===== src/rtl/spi_ram_arbiter.sv =====
// spi_ram_arbiter
//   Round-robin arbiter for two masters in front of spi_ram. It accepts a
//   whole read or write transaction from the granted master and turns it
//   into two 10-bit command words (address word, then data/read word). For
//   reads it waits for the RAM to return a byte and hands that byte back.
//
// Optional feature (compile-time macro RAM_ARB_RD_TIMEOUT_EN):
//   When defined, a read that sees no ram_tx_valid for RD_TIMEOUT cycles is
//   aborted. The master gets rdata = all-ones and err = 1. When undefined,
//   a read waits indefinitely and err is always 0.
//
// Ports:
//   clk, rst_n                   clock, asynchronous active-low reset
//   mN_req/we/addr/wdata         master N transaction request (level)
//   mN_ack/rdata/err             master N completion pulse, read data, timeout flag
//   ram_din, ram_rx_valid        command word to the RAM and its valid
//   ram_tx_valid, ram_dout       read byte from the RAM and its valid
//   busy                         high whenever a transaction is in progress
module spi_ram_arbiter #(
  parameter int ADDR_SIZE  = 8,
  parameter int RD_TIMEOUT = 16
) (
  input  logic                 clk,
  input  logic                 rst_n,
  input  logic                 m0_req,
  input  logic                 m0_we,
  input  logic [ADDR_SIZE-1:0] m0_addr,
  input  logic [ADDR_SIZE-1:0] m0_wdata,
  output logic                 m0_ack,
  output logic [ADDR_SIZE-1:0] m0_rdata,
  output logic                 m0_err,
  input  logic                 m1_req,
  input  logic                 m1_we,
  input  logic [ADDR_SIZE-1:0] m1_addr,
  input  logic [ADDR_SIZE-1:0] m1_wdata,
  output logic                 m1_ack,
  output logic [ADDR_SIZE-1:0] m1_rdata,
  output logic                 m1_err,
  output logic [ADDR_SIZE+1:0] ram_din,
  output logic                 ram_rx_valid,
  input  logic                 ram_tx_valid,
  input  logic [ADDR_SIZE-1:0] ram_dout,
  output logic                 busy
);

  typedef enum logic [2:0] {
    IDLE      = 3'd0,
    SEND_ADDR = 3'd1,
    SEND_CMD  = 3'd2,
    WAIT_RD   = 3'd3,
    RESP      = 3'd4
  } state_t;

  state_t                 state_r, state_s;
  logic                   gnt_r, gnt_s;      // 0 = m0, 1 = m1
  logic                   last_r, last_s;    // master served most recently
  logic                   pick_s;
  logic                   we_r, we_s;
  logic [ADDR_SIZE-1:0]   addr_r, addr_s;
  logic [ADDR_SIZE-1:0]   wdata_r, wdata_s;
  logic [ADDR_SIZE+1:0]   ram_din_r, ram_din_s;
  logic                   ram_rx_valid_r, ram_rx_valid_s;
  logic                   m0_ack_r, m0_ack_s, m1_ack_r, m1_ack_s;
  logic                   m0_err_r, m0_err_s, m1_err_r, m1_err_s;
  logic [ADDR_SIZE-1:0]   m0_rdata_r, m0_rdata_s, m1_rdata_r, m1_rdata_s;
  logic                   busy_r, busy_s;
  logic                   resp_s;            // entering RESP this edge
  logic [ADDR_SIZE-1:0]   resp_data_s;
  logic                   resp_err_s;

`ifdef RAM_ARB_RD_TIMEOUT_EN
  localparam int CNT_W = $clog2(RD_TIMEOUT + 1);
  logic [CNT_W-1:0] cnt_r, cnt_s;
`else
  // The timeout length only matters in the timeout build.
  logic [31:0] rd_timeout_unused_s;
  assign rd_timeout_unused_s = 32'(RD_TIMEOUT);
`endif

  // Next-state logic. Every output is computed for the state being entered,
  // so the registered outputs line up with the state register.
  always_comb begin
    state_s        = state_r;
    gnt_s          = gnt_r;
    last_s         = last_r;
    pick_s         = 1'b0;
    we_s           = we_r;
    addr_s         = addr_r;
    wdata_s        = wdata_r;
    ram_din_s      = '0;
    ram_rx_valid_s = 1'b0;
    m0_ack_s       = 1'b0;
    m1_ack_s       = 1'b0;
    m0_err_s       = m0_err_r;
    m1_err_s       = m1_err_r;
    m0_rdata_s     = m0_rdata_r;
    m1_rdata_s     = m1_rdata_r;
    resp_s         = 1'b0;
    resp_data_s    = '0;
    resp_err_s     = 1'b0;
`ifdef RAM_ARB_RD_TIMEOUT_EN
    cnt_s          = cnt_r;
`endif

    case (state_r)
      IDLE: begin
        if (m0_req || m1_req) begin
          // On a tie the master that was not served last wins.
          pick_s         = (m0_req && m1_req) ? ~last_r : m1_req;
          gnt_s          = pick_s;
          we_s           = pick_s ? m1_we    : m0_we;
          addr_s         = pick_s ? m1_addr  : m0_addr;
          wdata_s        = pick_s ? m1_wdata : m0_wdata;
          ram_din_s      = {(we_s ? 2'b00 : 2'b10), addr_s};
          ram_rx_valid_s = 1'b1;
          state_s        = SEND_ADDR;
        end else begin
          state_s = IDLE;
        end
      end
      SEND_ADDR: begin
        ram_din_s      = we_r ? {2'b01, wdata_r} : {2'b11, {ADDR_SIZE{1'b0}}};
        ram_rx_valid_s = 1'b1;
        state_s        = SEND_CMD;
      end
      SEND_CMD: begin
        if (we_r) begin
          resp_s  = 1'b1;
          state_s = RESP;
        end else begin
          state_s = WAIT_RD;
`ifdef RAM_ARB_RD_TIMEOUT_EN
          cnt_s   = '0;
`endif
        end
      end
      WAIT_RD: begin
        if (ram_tx_valid) begin
          resp_s      = 1'b1;
          resp_data_s = ram_dout;
          state_s     = RESP;
        end
`ifdef RAM_ARB_RD_TIMEOUT_EN
        else if (cnt_r == CNT_W'(RD_TIMEOUT - 1)) begin
          resp_s      = 1'b1;
          resp_data_s = '1;
          resp_err_s  = 1'b1;
          state_s     = RESP;
        end else begin
          cnt_s = cnt_r + CNT_W'(1);
        end
`else
        else begin
          state_s = WAIT_RD;
        end
`endif
      end
      RESP: begin
        last_s  = gnt_r;
        state_s = IDLE;
      end
      default: begin
        state_s = IDLE;
      end
    endcase

    // Route the completion to the granted master; writes leave rdata alone.
    if (resp_s) begin
      if (gnt_r) begin
        m1_ack_s   = 1'b1;
        m1_err_s   = resp_err_s;
        m1_rdata_s = we_r ? m1_rdata_r : resp_data_s;
      end else begin
        m0_ack_s   = 1'b1;
        m0_err_s   = resp_err_s;
        m0_rdata_s = we_r ? m0_rdata_r : resp_data_s;
      end
    end else begin
      m0_ack_s = 1'b0;
      m1_ack_s = 1'b0;
    end

    busy_s = (state_s != IDLE);
  end

  // State, latched transaction and registered outputs.
  always_ff @(posedge clk or negedge rst_n) begin
    if (!rst_n) begin
      state_r        <= IDLE;
      gnt_r          <= 1'b0;
      last_r         <= 1'b1;
      we_r           <= 1'b0;
      addr_r         <= '0;
      wdata_r        <= '0;
      ram_din_r      <= '0;
      ram_rx_valid_r <= 1'b0;
      m0_ack_r       <= 1'b0;
      m1_ack_r       <= 1'b0;
      m0_err_r       <= 1'b0;
      m1_err_r       <= 1'b0;
      m0_rdata_r     <= '0;
      m1_rdata_r     <= '0;
      busy_r         <= 1'b0;
`ifdef RAM_ARB_RD_TIMEOUT_EN
      cnt_r          <= '0;
`endif
    end else begin
      state_r        <= state_s;
      gnt_r          <= gnt_s;
      last_r         <= last_s;
      we_r           <= we_s;
      addr_r         <= addr_s;
      wdata_r        <= wdata_s;
      ram_din_r      <= ram_din_s;
      ram_rx_valid_r <= ram_rx_valid_s;
      m0_ack_r       <= m0_ack_s;
      m1_ack_r       <= m1_ack_s;
      m0_err_r       <= m0_err_s;
      m1_err_r       <= m1_err_s;
      m0_rdata_r     <= m0_rdata_s;
      m1_rdata_r     <= m1_rdata_s;
      busy_r         <= busy_s;
`ifdef RAM_ARB_RD_TIMEOUT_EN
      cnt_r          <= cnt_s;
`endif
    end
  end

  assign ram_din      = ram_din_r;
  assign ram_rx_valid = ram_rx_valid_r;
  assign m0_ack       = m0_ack_r;
  assign m1_ack       = m1_ack_r;
  assign m0_err       = m0_err_r;
  assign m1_err       = m1_err_r;
  assign m0_rdata     = m0_rdata_r;
  assign m1_rdata     = m1_rdata_r;
  assign busy         = busy_r;

endmodule


===== config.mk =====
export PLATFORM = sky130hd
export DESIGN_NAME = spi_ram_arbiter
export DESIGN_NICKNAME = d
export VERILOG_FILES = /design/src/rtl/spi_ram_arbiter.sv
export SDC_FILE = /design/constraint.sdc
export NUM_CORES = 1
export LEC_CHECK = 0
export ABC_AREA = 1
export CELL_PAD_IN_SITES_DETAIL_PLACEMENT = 1
export CELL_PAD_IN_SITES_GLOBAL_PLACEMENT = 1
export CORE_ASPECT_RATIO = 0.5
export CORE_UTILIZATION = 33
export DETAILED_ROUTE_END_ITERATION = 6
export GPL_ROUTABILITY_DRIVEN = 0
export PLACE_DENSITY = 0.91
export SYNTH_ARGS = -nofsm -noshare
export SYNTH_HDL_FRONTEND = slang
export SYNTH_SLANG_ARGS = --single-unit

===== constraint.sdc =====
create_clock -name clk -period 2.26 [get_ports clk]
set_input_delay 0.452 -clock clk [delete_from_list [all_inputs] [get_ports clk]]
set_output_delay 0.452 -clock clk [all_outputs]
set_load 0.1 [all_outputs]

==> results.ini, run 1 <==
[global_route]
first_global_vias=2077
grt_start_max_net_pins=35
grt_pass1_wl_um=9860
globalRouteOverflowTotal=0
grt_antenna_before_repair=0
grt_usage=0.197

[routing]
routedWlPerCell_um=14.2
wirelength_um=5980
dr.pass1.iters=4
vias_per_cell=4.68
routed-via-count=1967
post-route-drc-count=0
detail-route-antenna-nets=0
drt_iter0_markers=82

[power]
p_clk_frac=0.165
power.static_leakage_nw=1.55
pwr-share-seq=0.294
post-layout-total-power_mw=4.35
power.net_switching_mw=2.31
cellInternalPower_mw=2.04
ir_worst_vdd_v=0.000491
switching_power_share_of_the_total=0.531
combPwrFrac=0.541
power-per-cell-area_nw_per_um2=1460

[worst_setup_path]
critical_path_class=reg2reg
crit_path_max_fanout=13
setup.worst_path.end_class=flip-flop
startpoint=we_r
critPathLaunchType=flip-flop
critical_path.reg2reg.startpoint=we_r
r2r_setup_slack_ns=0.49
cp.arrival_ns=1.94
critical_path.reg2reg.endpoint=m1_rdata[3]
ff2ff_path_depth=5
cp.required_ns=2.43
crit_path_end=m1_rdata[3]

[place]
placed_area_um2=2820
dp.final_hpwl_um=4530
numPortBuffers=76

[clock_tree]
cts_tree=built
clk_path_buf_depth=2
post_cts_buffers=0
h_tree_depth=2
cts-hold-fix-buffers=0
clock_tree.root_cell=sky130_fd_sc_hd__clkbuf_16
cts.sink_count=44
cts.repair.resized=0
cts_inserted_buffers=5
worst_setup_hold_path_clk_slew_ns=0.06
clk-insertion-delay-late_ns=0.28

[yosys]
ys_ff_latch=44
synth.yosys.warnings=0
mean_instance_size_in_the_synthesized_netlist_um2=8.03
yosysSeqAreaShare=0.534
synth_cell_types=25
postSynthCellCount=257
synth_area_um2=2060

[floorplanning]
core_area_um2=5750
site_row_count=19
design.die.area_um2=6600
initial_utilization=0.359
die_x_um=114
num_io_pins=79
fp.dieH_um=57.9

[sta]
hold_viol=0
timing.max_slew.rel_slack=0.483
period_share=0.783
finalCriticalPeriod_ns=1.77
final.setup.tns_ns=0
drv_slew=0
grt_setup_unrepaired=no
max_clock_freq_mhz=565
worstMarginPinSlew_ns=0.776
final_setup_violations=0
clock-skew-final_ns=0.00446
holdWs_ns=0.250

[run]
drv_cap=0

[run_status]
run_status=finished, final reports clean

[worst_hold_path]
holdCritPathClass=in2async

[cells_and_area]
finish.utilization=0.516
final_net_count=382
area_growth_from_synthesis_to_layout_pct=43.7
finish.instance_area_um2=2970
drive_gt1_frac=0.170
n_antenna_cell=0

## area by class of cell
cell class	instances	area [µm²]
inverter	15	56.3
multi-input combinational	188	838
fill	706	2790
tap	84	105
timing repair buffer	81	718
sequential	44	1100
clock buffer	8	146
## per-stage QoR
stage	std cells	setup WS [ns]
after global routing	420	0.322
after global placement	412	0.355
after detailed placement	412	0.239
final	420	0.490
after floorplan	258	0.910
after CTS	420	0.494
## synthesized netlist by cell type
library cell / instances / area, µm²
sky130_fd_sc_hd__inv_2: 5 / 18.8
sky130_fd_sc_hd__nor2_2: 1 / 6.26
sky130_fd_sc_hd__o21ai_1: 9 / 45.0
sky130_fd_sc_hd__buf_2: 6 / 30.0
sky130_fd_sc_hd__inv_1: 10 / 37.5
sky130_fd_sc_hd__nand3b_1: 1 / 7.51
sky130_fd_sc_hd__nand4_1: 3 / 18.8
sky130_fd_sc_hd__dfrtp_1: 43 / 1080
sky130_fd_sc_hd__buf_6: 1 / 11.3
sky130_fd_sc_hd__a21oi_1: 1 / 5.00
sky130_fd_sc_hd__nor2_1: 19 / 71.3
sky130_fd_sc_hd__o21a_1: 1 / 7.51
sky130_fd_sc_hd__o211ai_2: 1 / 12.5
sky130_fd_sc_hd__nor2_4: 2 / 22.5
sky130_fd_sc_hd__nand3_1: 26 / 130
sky130_fd_sc_hd__nor2_8: 1 / 20.0
sky130_fd_sc_hd__nand2_2: 2 / 12.5
sky130_fd_sc_hd__nand2_1: 115 / 432
sky130_fd_sc_hd__buf_4: 4 / 30.0
sky130_fd_sc_hd__and2_1: 1 / 6.26
sky130_fd_sc_hd__conb_1: 1 / 3.75
sky130_fd_sc_hd__a31oi_1: 1 / 6.26
sky130_fd_sc_hd__nor3_4: 1 / 16.3
sky130_fd_sc_hd__dfstp_2: 1 / 26.3
sky130_fd_sc_hd__nand2_4: 1 / 11.3
## power groups by stage
stage / Clock [mW] / Sequential (mW) / Combinational [mW]
after detailed placement: 0 / 1.29 / 2.35
after global placement: 0 / 1.27 / 2.28
after CTS: 0.735 / 1.28 / 2.37
after floorplan: 0 / 2.29 / 0.786
after global routing: 0.772 / 1.31 / 2.51
final: 0.718 / 1.28 / 2.35
## flip-flops by register name, indices dropped and copies added (netlist names), 3 cells and up
| name | count |
|---|---|
| state_r | 3 |
| m0_rdata | 8 |
| ram_din | 10 |
| m1_rdata | 8 |
| wdata_r | 8 |
## cell families after synthesis
kind of cell	Yosys count	share of synthesized area
AOI/OAI and AO/OA	13	0.0370
and+or+nand+nor	173	0.365
DFF	44	0.534
buffers and inverters	26	0.0618
other	1	0.00182
## worst min-delay path by stage
| stage | end | slack [ns] |
|---|---|---|
| 2_1_floorplan | busy | 0.16 |
| 3_3_place_gp | m0_ack | 0.44 |
| 3_5_place_dp | m0_ack | 0.44 |
| 4_1_cts | m1_rdata[5] | 0.26 |
| 5_1_grt | m0_rdata[7] | 0.30 |
| 6_report | m0_rdata[2] | 0.25 |
## placed cells by master, fill, tap and decap left out, types with 3 or more instances in the layout
master                            instances
sky130_fd_sc_hd__nor2_1                  19
sky130_fd_sc_hd__nand4_1                  3
sky130_fd_sc_hd__inv_2                    5
sky130_fd_sc_hd__dfrtp_1                 43
sky130_fd_sc_hd__inv_1                   10
sky130_fd_sc_hd__clkdlybuf4s50_1         45
sky130_fd_sc_hd__o21ai_1                  9
sky130_fd_sc_hd__buf_4                   35
sky130_fd_sc_hd__nand3_1                 26
sky130_fd_sc_hd__clkbuf_16                5
sky130_fd_sc_hd__nand2_1                115
## metal layers
layer  up-vias  share of wire  GRT usage
met4         0          0.015     0.0631
met1       950           0.41      0.215
li1        955              -          -
met3         8          0.041     0.0418
met2        54           0.54      0.390
met5         -              0          0
## worst max-delay path, cell delays in order (launching register included)
cell and delay, ns:
sky130_fd_sc_hd__dfrtp_1 0.65, sky130_fd_sc_hd__nand4_1 0.16, sky130_fd_sc_hd__nand2_1 0.36, sky130_fd_sc_hd__nand2_1 0.29, sky130_fd_sc_hd__nand2_1 0.14, sky130_fd_sc_hd__nand2_1 0.06
Power figures use the tool's default switching activity.
==> run 2: changes to the inputs <==
--- a/config.mk
+++ b/config.mk
@@ -9,10 +9,10 @@
 export CELL_PAD_IN_SITES_DETAIL_PLACEMENT = 1
 export CELL_PAD_IN_SITES_GLOBAL_PLACEMENT = 1
 export CORE_ASPECT_RATIO = 0.5
-export CORE_UTILIZATION = 33
+export CORE_UTILIZATION = 31
 export DETAILED_ROUTE_END_ITERATION = 6
 export GPL_ROUTABILITY_DRIVEN = 0
-export PLACE_DENSITY = 0.91
+export PLACE_DENSITY = 0.87
 export SYNTH_ARGS = -nofsm -noshare
 export SYNTH_HDL_FRONTEND = slang
 export SYNTH_SLANG_ARGS = --single-unit
==> constraint.sdc (replaced) <==
create_clock -name clk -period 1.7 [get_ports clk]
set_input_delay 0.34 -clock clk [delete_from_list [all_inputs] [get_ports clk]]
set_output_delay 0.34 -clock clk [all_outputs]
set_load 0.1 [all_outputs]
==> run 2 against run 1 <==
  * Non-clock buffer count is 7 higher
  * Clock skew is 0.0040 ns higher
  * Worst setup slack worse by 0.35 ns
  * Core utilization is 3.7 points higher
  * Sequential power is 41% higher
  * Global-route usage is 3.0 points higher
  * Sequential cell count stayed put
  * Power is 58% higher
  * Clock-buffer cell count is 2 lower
  * Critical endpoint is now we_r
==> results.ini, run 2 (synthesis results as in run 1) <==
[global_route]
grt_antenna_before_repair=0
first_global_vias=2375
grt_usage=0.227
grt_start_max_net_pins=21
grt_pass1_wl_um=11900
globalRouteOverflowTotal=0

[worst_hold_path]
hold_crit_start=gnt_r
holdCritPathClass=reg2reg

[worst_setup_path]
crit_path_max_fanout=10
cp.arrival_ns=1.74
critical_path.most_common_cell=sky130_fd_sc_hd__nand2_1
critPathLaunchType=input port
cp.required_ns=1.87
timing.critical_path.slowest_stage_cell=sky130_fd_sc_hd__clkdlybuf4s50_1
max_stage_delay_ns=0.56
critical_path.reg2reg.startpoint=last_r
cp_cell_sequence=clkdlybuf4s50_1, nand2_1, nand2_2, inv_2, nand2_1, nand3_1, and2_1
setup.worst_path.end_class=flip-flop
startpoint=m0_req
critical_path_class=in2reg

[place]
post-place-cells=422
detailedPlace.worstSlack_ns=-0.0158
numPortBuffers=76
dp.final_hpwl_um=5350

[cells_and_area]
max_reg_flops=10
n_antenna_cell=0
area_growth_from_synthesis_to_layout_pct=67.5
drive_gt1_frac=0.190
final.fill_count=728
final-instance-count-excl-fill=431
final_net_count=389
final_common_cell=sky130_fd_sc_hd__nand2_1
mostFrequentLayoutCells=sky130_fd_sc_hd__nand2_1 (115), sky130_fd_sc_hd__clkdlybuf4s50_1 (45), sky130_fd_sc_hd__dfrtp_1 (43)

[routing]
wirelength_um=7410
wl_met2_um=4010
vias_per_cell=4.81
detail-route-antenna-nets=0
routedWlPerCell_um=17.2
detailroute.wirelength.met3_um=299
routed-via-count=2072
post-route-drc-count=0
dr.pass1.iters=4
drt_iter0_markers=83
routedLengthMet1_um=2790
top_layer=met4

[power]
p_clk_frac=0.168
combPwrFrac=0.569
switching_power_share_of_the_total=0.492
power.static_leakage_nw=1.71
pwr-share-seq=0.263
ir_worst_vdd_v=0.000672
power-per-cell-area_nw_per_um2=1980
power.net_switching_mw=3.37
cellInternalPower_mw=3.48
post-layout-total-power_mw=6.85

[run_status]
run_status=finished, final reports clean

[floorplanning]
design.die.area_um2=7010
site_row_count=20
num_io_pins=79
core_area_um2=6260
fp.dieH_um=59.7
initial_utilization=0.330
die_x_um=117

[sta]
final_setup_violations=0
drv_slew=0
finalWorstSetupSlack_ns=0.135
clock-skew-final_ns=0.00845
finalCriticalPeriod_ns=1.56
hold_viol=0
holdWs_ns=0.471
max_clock_freq_mhz=639
final.setup.tns_ns=0
grt_setup_unrepaired=no
period_share=0.920

[clock_tree]
cts_tree=built
clk_path_buf_depth=2
h_tree_depth=2
cts.repair.resized=0
clock_tree.root_cell=sky130_fd_sc_hd__clkbuf_16
worst_setup_hold_path_clk_slew_ns=0.07
clk-insertion-delay-late_ns=0.29
cts.sink_count=44
cts_inserted_buffers=5

[run]
drv_cap=0

run 2: cell types whose count changed in the layout (fill, tap and decap cells not counted), sizes merged:
cell,before,now
clkbuf,8,6
buf,36,42
clkinv,0,1
dlygate4sd3,0,1
bufinv,0,1
run 2: per-layer routing:
layer / GRT usage / vias up
li1: - / 970
met1: 0.232 / 998
met2: 0.459 / 75
met3: 0.0448 / 29
met4: 0.117 / 0
met5: 0 / -
run 2: power groups by stage:
stage               sequential [mW]  combinational, mW  clock [mW]
finish                         1.80               3.90        1.15
global route                   1.83               4.10        1.21
CTS                            1.80               3.93        1.17
detailed placement             1.80               3.86           0
global placement               1.76               3.71           0
floorplan                      3.04               1.05           0
run 2: worst paths after layout:
path / slack, ns / cells past startpoint / endpoint
max: 0.14 / 7 / we_r
min: 0.47 / 1 / m0_ack
max reg2reg: 0.22 / 6 / we_r
min reg2reg: 0.47 / 1 / m0_ack
max in group asynchronous: 0.65 / 3 / m0_rdata[2]
min in group asynchronous: 0.48 / 2 / state_r[2]
run 2: worst max-delay path, delay by kind of cell:
family,cells,cell delay [ns]
AND/OR/NAND/NOR,5,0.69
buffers and inverters,2,0.71
run 2: what timing repair did:
item / 4_1_cts / 5_1_grt
setup buffers: 0 / 0
endpoints found under the hold margin: 12 / 0
hold buffers: 1 / 0
run 2: final cells by class:
| cell class | count | area (µm²) | area share |
|---|---|---|---|
| sequential | 44 | 1100 | 0.319 |
| clock buffer | 6 | 139 | 0.0402 |
| timing repair buffer | 88 | 1170 | 0.339 |
| clock inverter | 2 | 38.8 | 0.0112 |
| multi-input combinational | 188 | 838 | 0.242 |
| tap | 88 | 110 | 0.0318 |
| inverter | 15 | 56.3 | 0.0163 |
run 2: metrics by stage:
step                      utilization  cell area (µm²)
final                           0.553             3460
after global routing            0.553             3460
after CTS                       0.553             3460
after detailed placement        0.523             3270
after global placement          0.523             3270
after floorplan                     -             2070
